`config.mk`:
```
export PLATFORM = sky130hd
export DESIGN_NAME = mul_seq_param
export DESIGN_NICKNAME = d
export VERILOG_FILES = /design/src/rtl/mul_seq_param.sv
export SDC_FILE = /design/constraint.sdc
export NUM_CORES = 1
export LEC_CHECK = 0
export CORE_MARGIN = 2
export CORE_UTILIZATION = 52
export DETAILED_ROUTE_END_ITERATION = 10
export DONT_BUFFER_PORTS = 1
export PLACE_DENSITY = 0.67
export SLEW_MARGIN = 30
export SYNTH_ARGS = -nofsm -noshare
export SYNTH_HDL_FRONTEND = slang
export SYNTH_SLANG_ARGS = --single-unit
```
`constraint.sdc`:
```
create_clock -name clk -period 3.1 [get_ports clk]
set_input_delay 0.31 -clock clk [delete_from_list [all_inputs] [get_ports clk]]
set_output_delay 0.31 -clock clk [all_outputs]
set_load 0.01 [all_outputs]
```
`src/rtl/mul_seq_param.sv`:
```
// mul_seq_param: W-bit sequential shift-add multiplier with signed/unsigned mode and a busy/done handshake.
// Defining MUL_EARLY_TERM_EN lets RUN stop as soon as no multiplier bits remain.
module mul_seq_param #(
  parameter int W  = 4,
  parameter int CW = $clog2(W) + 1
) (
  input  logic           clk,
  input  logic           rst,
  input  logic           ld,
  input  logic           sgn,
  input  logic [W-1:0]   a,
  input  logic [W-1:0]   b,
  output logic [2*W-1:0] ra,
  output logic [W-1:0]   rb,
  output logic [2*W-1:0] ry,
  output logic           busy,
  output logic           done
);
  typedef enum logic [1:0] {IDLE, RUN, FIX, DONE} state_t;
  state_t state_q, state_d;
  logic [2*W-1:0] ra_q, ra_d, ry_q, ry_d;
  logic [W-1:0]   rb_q, rb_d, a_mag, b_mag;
  logic [CW-1:0]  count_q, count_d;
  logic           neg_q, neg_d, sgn_q, sgn_d, load, last;
  always_ff @(posedge clk) begin
    if (rst) begin
      state_q <= IDLE;
      ra_q    <= '0;
      rb_q    <= '0;
      ry_q    <= '0;
      count_q <= '0;
      neg_q   <= 1'b0;
      sgn_q   <= 1'b0;
    end else begin
      state_q <= state_d;
      ra_q    <= ra_d;
      rb_q    <= rb_d;
      ry_q    <= ry_d;
      count_q <= count_d;
      neg_q   <= neg_d;
      sgn_q   <= sgn_d;
    end
  end
  // Operands are multiplied as magnitudes; the sign is restored in FIX.
  always_comb begin
    load  = (state_q == IDLE || state_q == DONE) && ld;
    a_mag = (sgn && a[W-1]) ? -a : a;
    b_mag = (sgn && b[W-1]) ? -b : b;
`ifdef MUL_EARLY_TERM_EN
    last  = count_q == CW'(W-1) || (rb_q >> 1) == '0;
`else
    last  = count_q == CW'(W-1);
`endif
  end
  always_comb begin
    state_d = load                ? RUN :
              (state_q == RUN)    ? (last ? (sgn_q ? FIX : DONE) : RUN) :
              (state_q == FIX)    ? DONE :
              (state_q == DONE)   ? IDLE : state_q;
  end
  always_comb begin
    ra_d    = ra_q;
    rb_d    = rb_q;
    ry_d    = ry_q;
    count_d = count_q;
    neg_d   = neg_q;
    sgn_d   = sgn_q;
    if (load) begin
      ra_d    = {{W{1'b0}}, a_mag};
      rb_d    = b_mag;
      ry_d    = '0;
      count_d = '0;
      neg_d   = sgn & (a[W-1] ^ b[W-1]);
      sgn_d   = sgn;
    end else if (state_q == RUN) begin
      ry_d    = rb_q[0] ? ry_q + ra_q : ry_q;
      ra_d    = ra_q << 1;
      rb_d    = rb_q >> 1;
      count_d = count_q + CW'(1);
    end else if (state_q == FIX) begin
      ry_d    = neg_q ? -ry_q : ry_q;
    end
  end
  always_comb begin
    busy = state_q == RUN || state_q == FIX;
    done = state_q == DONE;
  end
  assign ra = ra_q;
  assign rb = rb_q;
  assign ry = ry_q;
endmodule

```
After elaboration in Yosys (flattened, before gate mapping)
Index checks and enable logic that the tools add are counted.
Operators by class
  reductions and logical operators: 13
  equality and inequality tests: 5
  bitwise gates (word level): 2
  muxes and demuxes: 16
  add/subtract/negate cells: 5
Operator list (number)
  $mux W8: 4
  $mux W4: 6
  $add A8 B8 Y8: 1
  $mux W2: 4
  $neg A4 Y4: 2
  $neg A8 Y8: 1
  $reduce_bool A2 Y1: 3
  $eq A2 B2 Y1 const B: 2
  $reduce_bool A4 Y1: 1
  $add A3 B1 Y3 const B: 1
  $eq A3 B2 Y1 const B: 1
  $logic_and A1 B1 Y1: 3
  $reduce_and A3 Y1: 1
  $reduce_bool A3 Y1: 1
  $eq A2 B1 Y1 const B: 1
  $logic_not A2 Y1: 1
  $logic_or A1 B1 Y1: 2
  $mux W1: 2
  $ne A2 B2 Y1 const B: 1
  $reduce_or A2 Y1: 1
  $and A1 B1 Y1: 1
  $xor A1 B1 Y1: 1
Word-level totals
  logic and storage cells: 50
  register bits: 27

Longest topological paths before layout
  depth in word-level cells: 5
  gate-level depth with buffers: 9
  gate-level depth less buffers: 8

Least setup slack after synthesis
Ideal clock, no wire load.
  path kind: flip-flop to flip-flop
  start point: register ry_q[0], in the netlist ry[0]
  end point: register ry_q[6], in the netlist ry[6]
  data arrival time: 1.782 ns
  data required time: 2.978 ns
  slack: 1.196 ns
  path buffers: 0
  period minus slack after synthesis: 1.904 ns
  setup time: 0.122 ns
  cell stages (with the launch flop): 9
  cells stage by stage: dfxtp_1 -> ha_1 -> inv_1 -> fa_1 -> nand2b_1 -> a21oi_1 -> o211ai_1 -> a21o_1 -> nor3b_2
Between the ends
  word-level cells in the longest chain between the ends: 4
Ends and longest elaborated chain
  from (decl): RTL line 21  | logic [2*W-1:0] ra_q, ra_d, ry_q, ry_d;
  from (signal assigned): RTL line 38  | ry_q <= ry_d;
  $neg A8 Y8: RTL line 81  | ry_d = neg_q ? -ry_q : ry_q;
  $mux W8: RTL line 81
  $mux W8: RTL line 80  | end else if (state_q == FIX) begin
  $mux W8 (*): RTL line 75  | end else if (state_q == RUN) begin
Every way passes the cells marked *; elsewhere a longest branch is shown, timed or not. The select of a mux whose other input is x is not followed.
A chain may end at the register's enable or synchronous reset.

Final worst setup path
Ends and elaborated chain as after synthesis.

==> flow_summary_export.csv <==
group,metric,value,unit
setup_path,r2r-end,"ry[6]$_SDFFE_PP0P_",
finish,syn_to_final_growth,1.636,%
hold_path,worstHoldStart,"rst",
setup_path,cp-end-kind,"register",
global_route,antenna_found_initial,0,
route,dr.first_iter.drc_count,59,
power_and_ir_drop,power-per-cell-area,657.1,nW/um^2
hold_path,hold_depth,1,
yosys,async_flop_share,0,
hold_path,hold_end,"ra[3]$_SDFFE_PP0P_",
yosys,syn-num-nets,249,
placed_design,routabilityCongestion,0.7891,
floorplanning,coreArea,3363,um^2
clocking,cts-buffers-inserted,3,
finish,diodes,0,
yosys,mappedNetlistArea,1836,um^2
clocking,htreeDepth,1,
setup_path,critPathMaxFanout,6,
global_route,grt_pass1_wl,6.886,mm
placed_design,dp_hpwl,2.980,mm
route,postRouteWirelength,3.896,mm
sta,worst_pin_slew,0.5447,ns
setup_path,setup.worst_path.start_class,"register",
sta,slew_viol_final,0,
sta,hold_viol,0,
setup_path,crit_arrival,2.42,ns
sta,hold_ws,0.01152,ns
route,post_drt_wl_per_cell,14.81,um
clocking,cts_tree,"yes",
power_and_ir_drop,p_leak,0.7683,nW
run,drv_cap,0,
global_route,grt_max_degree,23,
finish,nNetsFinal,247,
route,route.vias.total,1567,
sta,worst_slack,0.9302,ns
power_and_ir_drop,ir_worst_vdd,392.2,uV
route,ant_nets,0,
clocking,post_cts_resized,0,
setup_path,r2r_slack,0.93,ns
clocking,root_buffer,"clkbuf_4",
yosys,netlist_instances,220,
sta,rsz0062_at_grt,"false",
yosys,ys_ff_latch,27,
sta,min_period,2.170,ns
sta,slew_headroom,0.6368,
floorplanning,rows,21,
hold_path,hp-class,"input pin to register",
clocking,clock_latency,0.34,ns
run_status,status,"finished clean",
placed_design,post-place-ws,0.9496,ns
yosys,synth_cell_types,49,
floorplanning,initial_core_util,0.5458,
finish,drive_above_1_share,0.05991,
setup_path,rr_worst_depth,8,
clocking,path_clk_slew,0.15,ns
floorplanning,pin_count,34,
setup_path,critical_path_required,3.35,ns
route,viasPerCell,5.958,
floorplanning,fp.dieH,63.41,um
clocking,cts_setup_buffers,0,
sta,max_freq,460.9,MHz
yosys,ys_seq_area_frac,0.2945,
sta,setup_tns,0,ns
route,drc,0,
floorplanning,die_x,63.41,um
sta,fin_skew,0.007817,ns
yosys,post_synth.cell_area_avg,8.343,um^2
clocking,clock_sinks,27,
setup_path,r2r_start,"ry[0]$_SDFFE_PP0P_",
power_and_ir_drop,p_total,1.226,mW
floorplanning,dieArea,4021,um^2
placed_design,io_buffer_count,0,
clocking,holdBufCountCts,0,
setup_path,timing_worst_setup_path_type,"register to register",
route,first_pass_iters,4,
sta,final.period_utilization,0.7000,
global_route,grt-ovfl-total,0,
yosys,synth_edf_count,0,
yosys,synthFlopType,"dfxtp_1",
yosys,ys_warn_count,0,
global_route,grt_pass1_vias,1586,
global_route,grt_util_all_layers,0.2093,
clocking,max-clock-path-buffers,2,
sta,setup_violations,0,
-- logic make-up (layout without fill, tap and decap cells) --
family	Yosys count	in the layout	synth area share
XOR/XNOR	8	8	0.03817
adder cells (fa/ha/maj)	17	17	0.1200
AND/OR/NAND/NOR	75	75	0.1984
multiplexers	11	11	0.05999
buffers and inverters	25	22	0.07361
AO/OA/AOI/OAI	57	57	0.2154
flip-flops	27	27	0.2945
-- sequential cells by signal (all words and copies together), names as in the netlist --
| name | count |
|---|---|
| state_q | 2 |
| neg_q | 1 |
| count_q | 3 |
| sgn_q | 1 |
| ra | 8 |
| ry | 8 |
| rb | 4 |
-- metrics by stage --
| stage | utilization | std cells | area (um^2) |
|---|---|---|---|
| 3_3_place_gp | 0.5439 | 258 | 1829 |
| 3_5_place_dp | 0.5439 | 258 | 1829 |
| 2_1_floorplan | - | 220 | 1836 |
| 6_report | 0.5547 | 263 | 1866 |
| 5_1_grt | 0.5547 | 263 | 1866 |
| 4_1_cts | 0.5517 | 262 | 1856 |
-- layout make-up --
type / instances / area [um^2]
Inverter: 15 / 56.30
Clock buffer: 4 / 26.28
Fill cell: 343 / 1498
Sequential cell: 27 / 540.5
Multi-Input combinational cell: 168 / 1160
Tap cell: 46 / 57.56
Timing Repair Buffer: 3 / 25.02
-- synth_stat cells (3+ instances only) --
library cell | n | area [um^2]
nor2_1 | 31 | 116.4
dfxtp_1 | 27 | 540.5
ha_1 | 16 | 200.2
a21oi_1 | 15 | 75.07
inv_1 | 15 | 56.30
nand2_1 | 12 | 45.04
mux2i_1 | 11 | 110.1
nand3_1 | 10 | 50.05
a211oi_1 | 9 | 67.56
xor2_1 | 6 | 52.55
a31oi_1 | 4 | 25.02
buf_2 | 4 | 20.02
o21ai_0 | 4 | 20.02
buf_6 | 3 | 33.78
nand2b_1 | 3 | 18.77
nor2b_1 | 3 | 18.77
nor3_1 | 3 | 15.01
o211ai_1 | 3 | 22.52
o31ai_1 | 3 | 22.52
-- where the power goes --
part / internal, mW / switching, mW
registers: 0.409 / 0.0824
logic: 0.227 / 0.345
clock network: 0.0507 / 0.112
-- per-layer routing --
metal / part of all wire / wire, um / global-route usage
met4: 0.023 / 91 / 0.08696
met5: 0 / 0 / 0
met3: 0.057 / 221 / 0.04643
met2: 0.50 / 1956 / 0.3908
met1: 0.42 / 1627 / 0.2242
-- worst max-delay path by stage --
stage / start / to / slack, ns / cells after the start
after CTS: state_q[0]$_SDFFE_PP0P_ / ry[1]$_SDFFE_PP0P_ / 0.92 / 5
after global routing: state_q[1]$_SDFFE_PP0P_ / ry[4]$_SDFFE_PP0P_ / 0.78 / 8
final: ry[0]$_SDFFE_PP0P_ / ry[6]$_SDFFE_PP0P_ / 0.93 / 8
after detailed placement: state_q[0]$_SDFFE_PP0P_ / count_q[2]$_SDFFE_PP0P_ / 0.95 / 5
after floorplan: ry[0]$_SDFFE_PP0P_ / ry[6]$_SDFFE_PP0P_ / 1.20 / 8
after global placement: ry[0]$_SDFFE_PP0P_ / ry[6]$_SDFFE_PP0P_ / 1.0 / 8
-- cell usage in the layout (no fill, tap or decap), types with 4 or more instances in the layout --
cell	n
xor2_1	6
nand3_1	10
o21ai_0	4
nand2_1	12
a211oi_1	9
a21oi_1	15
inv_1	15
nor2_1	31
mux2i_1	11
ha_1	16
a31oi_1	4
dfxtp_1	27
-- worst max-delay path, cell delays in order, from the launching register on --
cell and delay [ns]:
dfxtp_1 0.50, ha_1 0.25, inv_1 0.06, fa_1 0.40, nand2b_1 0.19, a21oi_1 0.22
o211ai_1 0.12, a21o_1 0.19, nor3b_2 0.14
(Power assumes the default switching activity.)
